File: config.mk
export PLATFORM = sky130hd
export DESIGN_NAME = imem_loader
export DESIGN_NICKNAME = d
export VERILOG_FILES = /design/src/rtl/imem_loader.sv
export SDC_FILE = /design/constraint.sdc
export NUM_CORES = 1
export LEC_CHECK = 0
export ABC_AREA = 1
export BUFFER_PORTS_ARGS = -buffer_cell sky130_fd_sc_hd__buf_2
export CORE_ASPECT_RATIO = 1.25
export CORE_MARGIN = 2
export CORE_UTILIZATION = 58
export CTS_CLUSTER_DIAMETER = 120
export DETAILED_ROUTE_END_ITERATION = 7
export PLACE_DENSITY_LB_ADDON = 0.08
export SLEW_MARGIN = 20
export SYNTH_ARGS = -nofsm -noshare
export SYNTH_HDL_FRONTEND = slang
export SYNTH_SLANG_ARGS = --single-unit
File: constraint.sdc
create_clock -name clk -period 6.2 [get_ports clk]
set_clock_uncertainty 0.05 [all_clocks]
set_input_delay 0.93 -clock clk [delete_from_list [all_inputs] [get_ports clk]]
set_output_delay 0.93 -clock clk [all_outputs]
set_load 0.02 [all_outputs]
File: src/rtl/imem_loader.sv
// imem_loader
// -----------------------------------------------------------------------------
// Boot-time loader for an RV32 instruction memory. A serial byte stream
// carries a 16-bit little-endian word count followed by that many 32-bit
// little-endian instruction words. Each complete word is written to the
// instruction memory with a one-cycle strobe. The core is held in reset
// until the whole program has been written.
//
// Parameters
//   MAX_WORDS  largest program size in 32-bit words accepted (<= 65535)
//   BASE_ADDR  byte address of the first instruction word written
//
// Ports
//   clk         single clock, rising edge
//   rst         asynchronous, active-high reset
//   byte_valid  byte_data holds a valid serial byte
//   byte_data   incoming program byte
//   byte_ready  loader can accept a byte this cycle
//   imem_we     one-cycle instruction-memory write strobe
//   imem_addr   byte address of the word being written
//   imem_wdata  assembled instruction word
//   core_rst    holds the core in reset until the load completes
//   done        program fully written
//   error       header word count exceeded MAX_WORDS
// -----------------------------------------------------------------------------
module imem_loader #(
    parameter int          MAX_WORDS = 256,
    parameter logic [31:0] BASE_ADDR = 32'h0000_0000
) (
    input  logic        clk,
    input  logic        rst,
    input  logic        byte_valid,
    input  logic [7:0]  byte_data,
    output logic        byte_ready,
    output logic        imem_we,
    output logic [31:0] imem_addr,
    output logic [31:0] imem_wdata,
    output logic        core_rst,
    output logic        done,
    output logic        error
);

    typedef enum logic [2:0] {
        HDR0  = 3'd0,
        HDR1  = 3'd1,
        LOAD  = 3'd2,
        WRITE = 3'd3,
        DONE  = 3'd4,
        ERROR = 3'd5
    } state_t;

    localparam logic [15:0] MAX_WORDS_16 = 16'(MAX_WORDS);

    state_t      r_state;
    state_t      w_nextState;
    logic [1:0]  r_byteCnt;
    logic [15:0] r_wordIndex;
    logic [15:0] r_count;
    logic [31:0] r_word;

    logic        w_xfer;
    logic [15:0] w_hdrCount;
    logic [15:0] w_nextIndex;

    // The full word count only exists once the high header byte arrives,
    // so the HDR1 decision looks at the incoming byte directly.
    assign w_xfer      = byte_valid & byte_ready;
    assign w_hdrCount  = {byte_data, r_count[7:0]};
    assign w_nextIndex = r_wordIndex + 16'd1;

    // State register.
    always_ff @(posedge clk or posedge rst) begin
        if (rst) begin
            r_state <= HDR0;
        end else begin
            r_state <= w_nextState;
        end
    end

    // Next-state logic. DONE and ERROR only leave through reset.
    always_comb begin
        w_nextState = r_state;
        case (r_state)
            HDR0: begin
                if (w_xfer) begin
                    w_nextState = HDR1;
                end
            end
            HDR1: begin
                if (w_xfer) begin
                    if (w_hdrCount > MAX_WORDS_16) begin
                        w_nextState = ERROR;
                    end else if (w_hdrCount == 16'd0) begin
                        w_nextState = DONE;
                    end else begin
                        w_nextState = LOAD;
                    end
                end
            end
            LOAD: begin
                if (w_xfer && (r_byteCnt == 2'd3)) begin
                    w_nextState = WRITE;
                end
            end
            WRITE: begin
                if (w_nextIndex == r_count) begin
                    w_nextState = DONE;
                end else begin
                    w_nextState = LOAD;
                end
            end
            DONE:    w_nextState = DONE;
            ERROR:   w_nextState = ERROR;
            default: w_nextState = HDR0;
        endcase
    end

    // Outputs decoded from the current state. Address and data are always
    // driven from the index and word registers; at reset both are zero so
    // the bus shows BASE_ADDR and 0.
    always_comb begin
        byte_ready = 1'b0;
        imem_we    = 1'b0;
        core_rst   = 1'b1;
        done       = 1'b0;
        error      = 1'b0;
        imem_addr  = BASE_ADDR + {14'd0, r_wordIndex, 2'b00};
        imem_wdata = r_word;
        case (r_state)
            HDR0, HDR1, LOAD: byte_ready = 1'b1;
            WRITE:            imem_we    = 1'b1;
            DONE: begin
                core_rst = 1'b0;
                done     = 1'b1;
            end
            ERROR:            error      = 1'b1;
            default:          byte_ready = 1'b0;
        endcase
    end

    // Header capture, little-endian word assembly and word indexing.
    // The byte counter wraps 3->0 on its own, so a new word always starts
    // at lane 0 without an explicit clear.
    always_ff @(posedge clk or posedge rst) begin
        if (rst) begin
            r_byteCnt   <= 2'd0;
            r_wordIndex <= 16'd0;
            r_count     <= 16'd0;
            r_word      <= 32'd0;
        end else begin
            case (r_state)
                HDR0: begin
                    if (w_xfer) begin
                        r_count[7:0] <= byte_data;
                    end
                end
                HDR1: begin
                    if (w_xfer) begin
                        r_count[15:8] <= byte_data;
                    end
                end
                LOAD: begin
                    if (w_xfer) begin
                        r_word[{r_byteCnt, 3'b000} +: 8] <= byte_data;
                        r_byteCnt                        <= r_byteCnt + 2'd1;
                    end
                end
                WRITE: begin
                    r_wordIndex <= w_nextIndex;
                end
                default: begin
                    r_byteCnt <= r_byteCnt;
                end
            endcase
        end
    end

endmodule

Word level (Yosys, flattened, before mapping):

Index checks and enable logic that the tools add are counted.

* word-level logic and storage cells: 44
* bits in registers: 69

* shift-type cells: 2
* add/sub/neg operators: 3
* equality and inequality tests: 10
* mux-type cells: 13
* order comparisons: 1
* reduce and logical (&&, ||, !) cells: 8
* bitwise gates (word level): 1

Operators by type and width (number)
* bitwise mux 32 bit: 1
* variable shift 8 x 7 -> 32 bit, first input constant: 1
* variable part select 8 x 7 -> 32 bit: 1
* 2-to-1 mux 3 bit: 6
* one-hot mux 3 bit (6 select lines): 1
* adder 16 x 1 -> 16 bit, second input constant: 1
* == test 16 bit: 1
* > comparator 16 x 9 -> 1 bit, second input constant: 1
* logical NOT 16 bit: 1
* negator 5 -> 7 bit: 1
* == test 3 x 2 -> 1 bit, second input constant: 2
* == test 3 bit, second input constant: 2
* inequality test 2 bit, second input constant: 3
* AND reduction 2 bit: 3
* 2-to-1 mux 1 bit: 5
* == test 3 x 1 -> 1 bit, second input constant: 1
* logical NOT 3 bit: 1
* AND reduction 3 bit: 1
* OR reduction 3 bit: 1
* adder 2 x 1 -> 2 bit, second input constant: 1
* == test 2 bit, second input constant: 1
* AND 1 bit: 1
* logical AND 1 bit: 1

Depth between registers and ports, before layout:

Gate-level depths: netlist of the first run.

* depth after elaboration: 7
* gate-level depth with buffers: 15
* mapped depth without buffers: 15

Least setup slack after synthesis of the first run:

Ideal clock, no wire load.

* path kind: register to output
* start point: register r_state[2]
* end point: output core_rst
* slack: 3.982 ns
* cell stages (with the launch flop): 4
* data required time: 5.220 ns
* arrival: 1.238 ns
* cell sequence: dfrtp_1 inv_1 nor3_1 inv_1

* cells in the longest elaborated chain, start to end: 2

RTL lines
* start, declared: RTL line 54 `state_t r_state;`
* start signal, assigned: RTL line 76 `r_state <= w_nextState;`
* == test 3 bit: RTL line 129 `case (r_state)`
* 2-to-1 mux 1 bit: RTL line 129
* end, declared: RTL line 38 `output logic core_rst,`

No other way between the ends.

Final worst setup path of the first run:

* start point: register r_state[2]
* end point: output imem_we

* cells in the longest elaborated chain, start to end: 2

RTL lines
* == test 3 x 2 -> 1 bit: RTL line 129
* 2-to-1 mux 1 bit: RTL line 129
* end, declared: RTL line 35 `output logic imem_we,`

No other way between the ends.

==> impl_summary.md, run 1 <==
Worst setup path
The critical path starts at r_state[2]$_DFFE_PP0P_. The critical-path maximum fanout is 12. The critical path's top delay family is flip-flops. For this design, the slowest cell found on the critical path is dfrtp_1. For this run, the slowest stage of the critical path takes 0.45 ns.

The launch instance of the worst register-to-register path is r_byteCnt[0]$_DFFE_PP0P_. The count of buffering cells on the critical path with inverters included is 2. The startpoint-to-endpoint class of the critical path is reg -> out.

The critical path goes through nor3_1 > buf_4 > buf_2. The endpoint required time on the critical path is 5.22 ns. The worst endpoint data arrival time is 1.42 ns. STA classifies the critical path startpoint as a flop. STA classifies the critical path endpoint as a primary output.

Route
Before antenna repair, the detailed router went through 5 iterations. The number of routed nets with antenna violations is 0. The routed via count divided by cell count is 5.180.

The via total after detailed routing is 3445. Wires add up to 8833 µm. The post-detailed-route DRC marker count is 0. The number of DRC violations after detailed-routing iteration 0 is 215.

Dividing the detail-routed wire length by the instance count gives 13.28 µm.

Finish
Once layout is complete, the cells apart from fillers number 665. Cells with a size suffix above 1 make up 16.03% of the layout. The diode insertion count for antenna repair is 0. The final layout contains 592 nets. The layout has 529 filler cells. The layout-stage area growth over the synthesis result is 14.69%.

STA
The final-report hold violation count is 0. The final count of negative-setup-slack endpoints is 0. Setup repair after global routing left no endpoint under its margin. Measured against its own limit, the worst slew margin works out to 43.38%. The maximum clock frequency is 416.2 MHz. The fraction of the cycle the final worst path needs is 38.76%. The number of max-slew violations in the final report is 0. The final critical-path required period is 2.403 ns. After routing, the total negative slack on setup checks comes to 0 ns. For the pin with the worst max-slew slack, the measured transition is 0.8429 ns.

Logic synthesis
The cell taking the most area after synthesis is dfrtp_1. The portion of the post-synthesis area used by sequential elements is 45.67%. The number of register bits inferred by synthesis is 69. The mapped netlist covers 3781 µm². For this run, the number of Yosys warnings is 0. The top-area cell type share of the netlist area is 45.67%. The number of cells produced by synthesis is 509.

The post-synthesis area per instance is 7.429 µm². Counting distinct cell types in the post-synthesis netlist gives 27. By area the synthesized netlist is led by dfrtp_1, nand2_1, o21ai_0.

Floorplan
The core outline area is 6246 µm². The starting density of the core is 60.54%. The floorplan step defined a die boundary enclosing 7185 µm².

In this run the count of I/O pins placed on the die edge is 80. The die boundary height is 94.27 µm. The site row count is 32.

The width of the chip is 76.22 µm.

Pwr
The power share of the combinational group is 34.2%. The clock network is responsible for 25.4% of the overall power. Cell internal power was estimated by the tool at 0.0009431 W. The largest vdd supply drop is 0.2978 mV. Net switching is 40.25% of the power.

Summed over all cells, the static leakage comes to 2.411 nW. In this run the power spent charging and discharging nets is 0.0006353 W. The sequential power share is 40.4%. The power per standard cell area is 364.0 nW/µm².

Clocking
In this run the clock root is driven by a clkbuf_8. The clock reaches the later pin of the worst-skew pair after 0.35 ns. The buffer levels on the longest clock path is 2.

Clock-pin slew was measured on the worst setup and hold paths at 0.08 ns. Buffers added to address setup during post-CTS repair amount to 0. The count of instances resized after the clock tree is built is 0.

TritonCTS created 9 clock buffers. The number of sinks on the clock net is 69. The maximum level of the CTS H-tree is 3. The number of hold buffers added after cts is 0.

TritonCTS built the clock tree.

Placement
The count of input and output buffers is 63. Once detailed placement completed, the half-perimeter wirelength came to 6533 µm. The number of placed instances, taps included, is 649.

Routability-driven placement finished with a final weighted congestion of 0.9427.

Global routing
The largest net degree at the start of global routing is 70. The number of global-route vias before repair is 3189. The remaining global-route overflow is 0. Global routing consumed, on the met2 layer, 45.58% of the routing resources. The wire length of the first global-routing pass is 14660 µm. The global routing stage identified its most utilized layer as met2.

Global routing consumed, on the met1 layer, 31.18% of the routing resources. Global routing used 26.03% of the available tracks across all layers. Global routing used 4.615% of the available met3 tracks.

The number of antenna violations at the first check in global routing came to 0.

Run
Max-cap violations in this run came to 0.

Min path
In this run the worst hold path is classified as reg -> reg. The startpoint identified for the worst hold timing path is imem_wdata[31]$_DFFE_PP0P_.

Status
The flow ran to the end, and the final reports show no timing, DRC or antenna violations.
-- layout make-up --
cell class              count  area [µm²]  share of cell area [%]
inverters                  63       236.5                   5.453
clock buffers               9       123.9                   2.856
well taps                  85       106.4                   2.452
flip-flops and latches     69        1727                   39.82
clock inverters             7       90.09                   2.077
multi-input cells         366        1715                   39.56
repair buffers             66       337.8                   7.790
-- cells in the mapped netlist --
master    number
a21oi_1        4
a22o_1         1
a31o_2         1
buf_2          1
buf_4         16
clkbuf_1       9
conb_1         1
dfrtp_1       69
ha_1           6
inv_1         63
nand2_1      152
nand2_2        2
nand3_1       57
nand3b_1       2
nand4_1        7
nor2_1        30
nor2_2         4
nor2_4         1
nor3_1         3
o21a_1         1
o21ai_0       67
o21ai_1        2
o21ai_2        1
or2_2          1
xnor2_1        1
xnor3_1        1
xor2_1         6
-- per-stage QoR --
stage	instance area (µm²)	util [%]	hold WS, ns	setup slack, ns	total power, W
6_report	4337	69.43	0.4521	3.797	0.001578
3_5_place_dp	4123	66.01	0.4380	4.002	0.001178
4_1_cts	4337	69.43	0.4584	3.791	0.001579
2_1_floorplan	3837	-	0.4030	3.480	0.001026
5_1_grt	4337	69.43	0.4717	3.727	0.001686
3_3_place_gp	4123	66.01	0.4373	4.052	0.001171
-- registers in the layout, indices dropped and copies added, names as in the netlist --
signal / cells
imem_wdata: 32
r_byteCnt: 2
r_count: 16
r_state: 3
r_wordIndex: 16
-- power by group through the flow --
stage	sequential [W]	combinational (W)	clock (W)
CTS	0.000635	0.000539	0.000405
global route	0.000651	0.000612	0.000423
floorplan	0.000659	0.000367	0
detailed placement	0.000643	0.000535	0
global placement	0.000639	0.000532	0
finish	0.000637	0.000540	0.000401
-- cell usage in the layout (no fill, tap or decap), types with 2 or more instances in the layout --
cell and instances:
nor2_1 30, buf_4 3, nand2_1 152, nand3_1 57
ha_1 6, bufinv_16 2, dfrtp_1 69, conb_1 16
nand4_1 7, nor3_1 3, o21ai_1 2, clkinvlp_4 2
nor2_2 4, nand3b_1 2, a21oi_1 4, o21ai_0 67
inv_1 62, nand2_2 2, clkbuf_8 9, xor2_1 6
clkinv_2 3, buf_2 63
-- tightest hold or removal path: cells and delay by family (launching register included) --
| kind | cells | cell delay, ns |
|---|---|---|
| simple gates | 1 | 0.06 |
| compound gates | 1 | 0.07 |
| flops | 1 | 0.34 |
-- final timing paths --
| check | to | slack (ns) | cells after the start |
|---|---|---|---|
| hold / removal | imem_wdata[31]$_DFFE_PP0P_ | 0.45 | 2 |
| min in group asynchronous | imem_wdata[23]$_DFFE_PP0P_ | 0.78 | 3 |
| hold reg to reg | imem_wdata[31]$_DFFE_PP0P_ | 0.45 | 2 |
| max in group asynchronous | r_byteCnt[1]$_DFFE_PP0P_ | 4.77 | 3 |
| setup reg to reg | imem_wdata[20]$_DFFE_PP0P_ | 3.90 | 6 |
| setup / recovery | imem_we | 3.80 | 3 |
-- cell families (layout without fill, tap and decap cells) --
kind of cell | after synthesis | after routing | synth area share, %
adders and majority gates | 6 | 6 | 1.985
buffers and inverters | 89 | 145 | 10.46
and+or+nand+nor | 259 | 259 | 29.02
xor gates and xnor gates | 8 | 8 | 2.217
DFF | 69 | 69 | 45.67
AOI/OAI and AO/OA | 77 | 77 | 10.56
other | 1 | 16 | 0.09918
-- routing by layer --
metal / part of all wire [%] / routed length [µm]
met4: 2.3 / 207
met1: 43 / 3779
met3: 3.8 / 335
met2: 51 / 4511
met5: 0 / 0
Note: power is estimated with default switching activity, not from simulation.
==> run 2: changes to the inputs <==
--- a/config.mk
+++ b/config.mk
@@ -9,7 +9,7 @@
 export BUFFER_PORTS_ARGS = -buffer_cell sky130_fd_sc_hd__buf_2
 export CORE_ASPECT_RATIO = 1.25
 export CORE_MARGIN = 2
-export CORE_UTILIZATION = 58
+export CORE_UTILIZATION = 55
 export CTS_CLUSTER_DIAMETER = 120
 export DETAILED_ROUTE_END_ITERATION = 7
 export PLACE_DENSITY_LB_ADDON = 0.08
==> constraint.sdc (replaced) <==
create_clock -name clk -period 2.4 [get_ports clk]
set_clock_uncertainty 0.05 [all_clocks]
set_input_delay 0.36 -clock clk [delete_from_list [all_inputs] [get_ports clk]]
set_output_delay 0.36 -clock clk [all_outputs]
set_load 0.02 [all_outputs]
==> run 2 against run 1 <==
Die area rose by 5.2%. Worst setup slack worse by 3.5 ns. Flip-flop and latch count is the same.
==> impl_summary.md, run 2 (synthesized netlist as in run 1, its figures left out) <==
Global routing
The overall fraction of global-route tracks in use is 25.36% (-0.67 points). The largest net degree at the start of global routing is 47 (-33%). The wire length of the first global-routing pass came to 15130 µm (+3.2%).

The number of global-route vias before repair came to 3165 (-0.75%). The number of antenna violations at the first check in global routing is 0 (unchanged). The remaining global-route overflow is 0 (unchanged).

Worst setup path
STA classifies the critical path startpoint as a flop. The endpoint required time on the critical path came to 2.59 ns (-2.63 ns). The startpoint-to-endpoint class of the critical path is reg -> reg. The depth of the worst register-to-register path is 14 (+8). The worst endpoint data arrival time is 2.26 ns (+0.84 ns). The slack of the worst reg-to-reg path is 0.34 ns (-3.56 ns). The capture instance of the worst register-to-register path is r_state[1]$_DFFE_PP0P_.

STA classifies the critical path endpoint as a flop. The startpoint identified for the worst register-to-register timing path is r_wordIndex[0]$_DFFE_PP0P_. The critical-path maximum fanout is 7 (-5).

Placement
The total cell area at the placement stage was 4153 µm² (+0.73%). The final weighted congestion in routability-driven placement was 0.8996 (-4.6%). The detailed placement HPWL is 6598 µm (+1.0%). The count of input and output buffers is 63 (unchanged).

Finish
Compared with the post-synthesis result, the final layout area differs by 14.56%. The fill cell total of the finished layout is 613 (+16%). The diode insertion count for antenna repair is 0 (unchanged).

Leaving out fill and tap cells, the most frequent cell in the layout is nand2_1. The ratio of cells with drive above 1 in the final layout came to 16.18% (+0.14 points). The final design instance area without fill was 4332 µm² (-0.12%).

The top cell types in the final layout, fill and taps aside, are nand2_1, dfrtp_1, o21ai_0, buf_2, inv_1. The number of flip-flops in the largest register is 32 (unchanged). The layout net count is 594 (+0.34%).

Route
The total routed wirelength is 8968 µm (+1.5%). The count of TritonRoute iterations in the first routing pass is 4 (-1). The number of routed nets with antenna violations was 0 (unchanged).

The via total after detailed routing is 3456 (+0.32%). The wire length per cell after detailed routing is 13.43 µm (+1.1%). The number of DRC violations after detailed-routing iteration 0 is 145 (-33%). The routed via count divided by cell count is 5.174 (-0.13%). The post-detailed-route DRC marker count was 0 (unchanged).

STA
Dividing the final minimum period by the clock period gives 85.93%. Static timing analysis puts the maximum clock frequency at 484.9 MHz. The worst-case hold slack is 0.002076 ns (-0.4500 ns).

The final critical-path required period is 2.062 ns. The worst-margin pin slew is 0.5823 ns (-0.2605 ns). The worst slew margin relative to its limit came to 61.13% (+18 points). The final-report hold violation count is 0 (unchanged). The setup TNS came to 0 ns (unchanged). The final count of negative-setup-slack endpoints came to 0 (unchanged). The number of max-slew violations in the final report was 0 (unchanged).

Setup repair after global routing left no endpoint under its margin.

Clocking
The number of sinks on the clock net was 69 (unchanged). TritonCTS built the clock tree. The source-to-sink clock delay at the later pin of the worst-skew pair is 0.35 ns (about the same).

The count of instances resized after the clock tree is built is 0 (unchanged). The count of buffers added by post-CTS timing repair for setup is 0 (unchanged). The library cell used as clock root buffer is clkbuf_8. The number of hold buffers added after cts came to 0 (unchanged). The number of buffers added by the clock tree synthesis step was 9 (unchanged). The maximum level of the CTS H-tree came to 3 (unchanged). The buffer levels on the longest clock path is 2 (unchanged). The register clock-pin slew on the reported worst setup and hold paths is 0.08 ns (about the same).

Run
The max-cap violation count is 0 (unchanged).

Min path
The path class of the lowest-slack min-delay path is in -> async.

Status
The run finished with clean final reports.

Pwr
The power per standard cell area came to 909.4 nW/µm² (+150%). The largest vdd supply drop is 0.6090 mV (+100%). The total power of the final layout is 0.003939 W (+150%). The standby leakage power is 2.419 nW (+0.31%).

Floorplan
The die boundary height is 96.70 µm (+2.6%). The overall die area is 7558 µm² (+5.2%). The width of the chip was 78.16 µm (+2.6%).

The number of top-level pins is 80 (unchanged). The site row count is 33 (+3.1%). The starting density of the core is 57.23% (-3.3 points).

The core outline area is 6606 µm² (+5.8%).
-- run 2: changes by cell type in the layout (fill, tap and decap cells not counted), sizes merged --
cell | previous run | this run
buf | 66 | 68
bufinv | 2 | 1
clkinv | 3 | 5
clkinvlp | 2 | 0
-- run 2: worst max-delay path, cell delays in order (launching register included) --
cell     delay [ns]
dfrtp_1        0.42
ha_1           0.23
nand2_1        0.08
nor2_2         0.28
nand2_1        0.09
nand2_1        0.11
xor2_1         0.07
nor2_1         0.09
nand2_1        0.06
nor2_1         0.17
nand3_1        0.10
nand2_1        0.07
nand2_1        0.05
nand2_1        0.05
nand2_1        0.04
-- run 2: where the power goes --
| part | switching, W | internal (W) | total, W |
|---|---|---|---|
| clock network | 0.000448 | 0.000465 | 0.000913 |
| registers | 0.000227 | 0.00141 | 0.00164 |
| logic | 0.000929 | 0.000462 | 0.00139 |
| total | 0.00160 | 0.00234 | 0.00394 |
-- run 2: worst max-delay path by stage --
stage | from | to | slack (ns) | depth (start not counted)
finish | r_wordIndex[0]$_DFFE_PP0P_ | r_state[1]$_DFFE_PP0P_ | 0.34 | 14
global route | r_wordIndex[0]$_DFFE_PP0P_ | r_state[1]$_DFFE_PP0P_ | 0.11 | 14
CTS | r_wordIndex[0]$_DFFE_PP0P_ | r_state[1]$_DFFE_PP0P_ | 0.31 | 14
detailed placement | r_wordIndex[0]$_DFFE_PP0P_ | r_state[1]$_DFFE_PP0P_ | 0.34 | 14
global placement | r_wordIndex[0]$_DFFE_PP0P_ | r_state[1]$_DFFE_PP0P_ | 0.38 | 14
floorplan | rst | imem_wdata[0]$_DFFE_PP0P_ | 0.25 | 1
-- run 2: layout make-up --
type                            instances  area [µm²]  share of cell area [%]
Sequential cell                        69        1727                   39.86
Multi-Input combinational cell        366        1715                   39.60
Timing Repair Buffer                   68       365.4                   8.434
Inverter                               63       236.5                   5.459
Clock buffer                            9       123.9                   2.860
Tap cell                               87       108.9                   2.513
Clock inverter                          6       55.05                   1.271
-- run 2: metal layers --
layer / global-route usage [%] / vias up / part of all wire [%]
met2: 43.50 / 79 / 52
met4: 8.637 / 0 / 1.9
li1: - / 1734 / -
met5: 0 / - / 0
met3: 5.597 / 13 / 4.2
met1: 31.41 / 1630 / 42
-- run 2: per-stage QoR --
stage,utilization [%],cells,setup WS (ns)
floorplan,-,524,0.2501
global placement,62.86,653,0.3760
detailed placement,62.86,653,0.3380
CTS,65.57,668,0.3149
global route,65.57,668,0.1052
finish,65.57,668,0.3376
==> run 3: changes to the inputs <==
--- a/config.mk
+++ b/config.mk
@@ -13,6 +13,7 @@
 export CTS_CLUSTER_DIAMETER = 120
 export DETAILED_ROUTE_END_ITERATION = 7
 export PLACE_DENSITY_LB_ADDON = 0.08
+export REMOVE_ABC_BUFFERS = 1
 export SLEW_MARGIN = 20
 export SYNTH_ARGS = -nofsm -noshare
 export SYNTH_HDL_FRONTEND = slang
==> run 3 against run 2 <==
Via count grew 0.84%. Non-clock buffer count is the same. Global-route usage grew 0.64 points. Combinational power is essentially flat. Die area is the same. Power grew 5.0%. Register-to-register slack lost 0.07 ns. Worst setup slack lost 0.067 ns. Critical endpoint unchanged. Largest power group unchanged. Highest routed layer unchanged.
==> impl_summary.md, run 3 (synthesized netlist as in run 1, its figures left out) <==
Worst setup path
The launch instance of the worst register-to-register path is r_wordIndex[0]$_DFFE_PP0P_. The worst setup path is captured at a flop. The worst endpoint data arrival time is 2.32 ns (+0.06 ns). The endpoint identified for the worst register-to-register timing path is r_state[1]$_DFFE_PP0P_. The most repeated library cell on the critical path is nand2_1. The highest cell delay on the worst timing path is 0.43 ns (about the same).

The count of buffering cells on the critical path with inverters included is 0 (unchanged). The worst setup path is of the reg -> reg kind. The worst setup path startpoint is r_wordIndex[0]$_DFFE_PP0P_. The signal on the critical path passes through ha_1 > nand2_1 > nor2_2 > nand2_1 > nand2_1 > xor2_1 > nor2_1 > nand2_1 > nor2_1 > nand3_1 > nand2_1 > nand2_1 > nand2_1 > nand2_1. The critical path's top delay family is simple AND/OR/NAND/NOR gates. The critical-path maximum fanout is 7 (unchanged). STA classifies the critical path startpoint as a flop.

The total stage count of the critical path came to 14 (unchanged). The depth of the worst register-to-register path is 14 (unchanged). The largest individual stage delay along the critical path comes from the cell dfrtp_1.

The endpoint required time on the critical path is 2.59 ns (about the same). The worst setup path endpoint is r_state[1]$_DFFE_PP0P_. The slack of the worst reg-to-reg path came to 0.27 ns (-0.07 ns).

Global routing
The number of global-route vias before repair is 3358 (+6.1%). The largest net degree at the start of global routing came to 70 (+49%). The number of antenna violations at the first check in global routing was 0 (unchanged). The remaining global-route overflow came to 0 (unchanged). The wire length of the first global-routing pass came to 15550 µm (+2.7%).

The overall fraction of global-route tracks in use is 26.00% (+0.64 points).

STA
Setup repair after global routing left no endpoint under its margin. The maximum clock frequency is 469.7 MHz (-3.1%). The worst slew margin relative to its limit is 61.53% (+0.39 points). The worst-margin pin slew came to 0.5765 ns (-0.005854 ns). The fraction of the cycle the final worst path needs came to 88.71% (+2.8 points).

The final count of negative-setup-slack endpoints was 0 (unchanged). The final critical-path required period is 2.129 ns (+0.06666 ns). The setup TNS is 0 ns (unchanged). The final-report hold violation count came to 0 (unchanged). The number of max-slew violations in the final report was 0 (unchanged).

Clocking
The count of buffers added by post-CTS timing repair for setup is 0 (unchanged). The number of hold buffers added after cts is 0 (unchanged). The register clock-pin slew on the reported worst setup and hold paths is 0.08 ns (about the same). The number of buffers added by the clock tree synthesis step is 9 (unchanged). TritonCTS built the clock tree. The maximum level of the CTS H-tree was 3 (unchanged). The number of sinks on the clock net is 69 (unchanged).

The count of instances resized after the clock tree is built is 0 (unchanged). CTS placed an instance of clkbuf_8 at the clock tree root. The source-to-sink clock delay at the later pin of the worst-skew pair is 0.34 ns (about the same).

The buffer levels on the longest clock path came to 2 (unchanged).

Pwr
The clock share of power is 26.1% (+2.9 points). The sequential power share is 39.7% (-1.8 points). The switching component of the power is 0.001624 W (+1.3%). The power per standard cell area is 945.1 nW/µm² (+3.9%).

The internal portion of total power is 0.002513 W (+7.6%). The switching share of power is 39.26% (-1.4 points). The standby leakage power is 2.437 nW (+0.74%).

The largest vdd supply drop was 0.6133 mV (+0.70%). The power share of the combinational group is 34.2% (-1.1 points).

Route
The via total after detailed routing came to 3485 (+0.84%). The number of DRC violations after detailed-routing iteration 0 is 111 (-23%). The wire length per cell after detailed routing is 13.81 µm (+2.9%). The routed via count divided by cell count came to 5.209 (+0.69%). The number of routed nets with antenna violations is 0 (unchanged). The post-detailed-route DRC marker count is 0 (unchanged). The count of TritonRoute iterations in the first routing pass is 4 (unchanged). The total routed wirelength was 9240 µm (+3.0%).

Finish
Relative to the synthesized area, the layout overhead comes to 15.78%. The fill cell total of the finished layout is 629 (+2.6%). The layout net count is 594 (unchanged).

The number of flip-flops in the largest register is 32 (unchanged). The ratio of cells with drive above 1 in the final layout is 16.15% (-0.028 points). The final design instance area without fill is 4378 µm² (+1.1%). In the layout the commonest cells are nand2_1, dfrtp_1, o21ai_0, buf_2, inv_1. Leaving out fill and tap cells, the most frequent cell in the layout is nand2_1. The diode insertion count for antenna repair came to 0 (unchanged).

Floorplan
The site row count was 33 (unchanged). The core outline area is 6606 µm² (unchanged). The die boundary height is 96.70 µm (unchanged). The width of the chip is 78.16 µm (unchanged). The overall die area came to 7558 µm² (unchanged). The number of top-level pins is 80 (unchanged). The starting density of the core is 57.23% (unchanged).

Placement
The final weighted congestion in routability-driven placement is 0.8980 (-0.18%). The count of input and output buffers was 63 (unchanged). The total cell area at the placement stage came to 4153 µm² (unchanged).

The detailed placement HPWL came to 6684 µm (+1.3%).

Min path
The path class of the lowest-slack min-delay path is in -> async.

Status
The run finished with clean final reports.

Run
The max-cap violation count is 0 (unchanged).
## run 3: cell types whose count changed in the layout (fill, tap and decap cells not counted)
cell / delta
clkbuf_8: +2
bufinv_16: +1
clkbuf_1: +1
clkinv_2: -3
## run 3: metal layers
metal	routed length, µm	vias to the layer above	GRT usage (%)
met3	436	29	5.970
met5	0	-	0
li1	-	1733	-
met1	3728	1612	30.33
met2	4673	111	44.16
met4	402	0	13.50
## run 3: cell type report
type,instances,area (µm²),share of cell area (%)
flip-flops and latches,69,1727,39.44
multi-input cells,366,1715,39.18
repair buffers,68,365.4,8.345
inverters,63,236.5,5.402
clock buffers,12,155.1,3.544
well taps,87,108.9,2.486
clock inverters,4,70.07,1.600
## run 3: per-stage QoR
| step | setup WS, ns | utilization, % | cells | total power [W] | hold WS, ns |
|---|---|---|---|---|---|
| 2_1_floorplan | 0.01014 | - | 498 | 0.002623 | 0.4030 |
| 3_3_place_gp | 0.3044 | 62.86 | 653 | 0.003007 | 0.4163 |
| 3_5_place_dp | 0.2801 | 62.86 | 653 | 0.003059 | 0.4181 |
| 4_1_cts | 0.2384 | 66.27 | 669 | 0.004162 | 0.03863 |
| 5_1_grt | 0.02399 | 66.27 | 669 | 0.004426 | 0.06628 |
| 6_report | 0.2710 | 66.27 | 669 | 0.004138 | 0.03090 |
## run 3: how the worst min path moves through the flow
stage	startpoint	to	depth (start not counted)
CTS	rst	r_wordIndex[1]$_DFFE_PP0P_	3
global placement	rst	r_wordIndex[0]$_DFFE_PP0P_	3
finish	rst	r_count[0]$_DFFE_PP0P_	3
detailed placement	rst	r_wordIndex[1]$_DFFE_PP0P_	3
global route	rst	r_wordIndex[1]$_DFFE_PP0P_	3
floorplan	r_count[4]$_DFFE_PP0P_	r_count[4]$_DFFE_PP0P_	2
## run 3: power by group through the flow
stage,Combinational [W],Clock (W),Sequential [W]
final,0.00141,0.00108,0.00164
after global routing,0.00160,0.00114,0.00168
after CTS,0.00142,0.00110,0.00164
after detailed placement,0.00140,0,0.00166
after global placement,0.00136,0,0.00164
after floorplan,0.000905,0,0.00172
## run 3: tightest hold or removal path, delay by kind of cell
family	cells	cell delay, ns
buffers and inverters	3	0.48
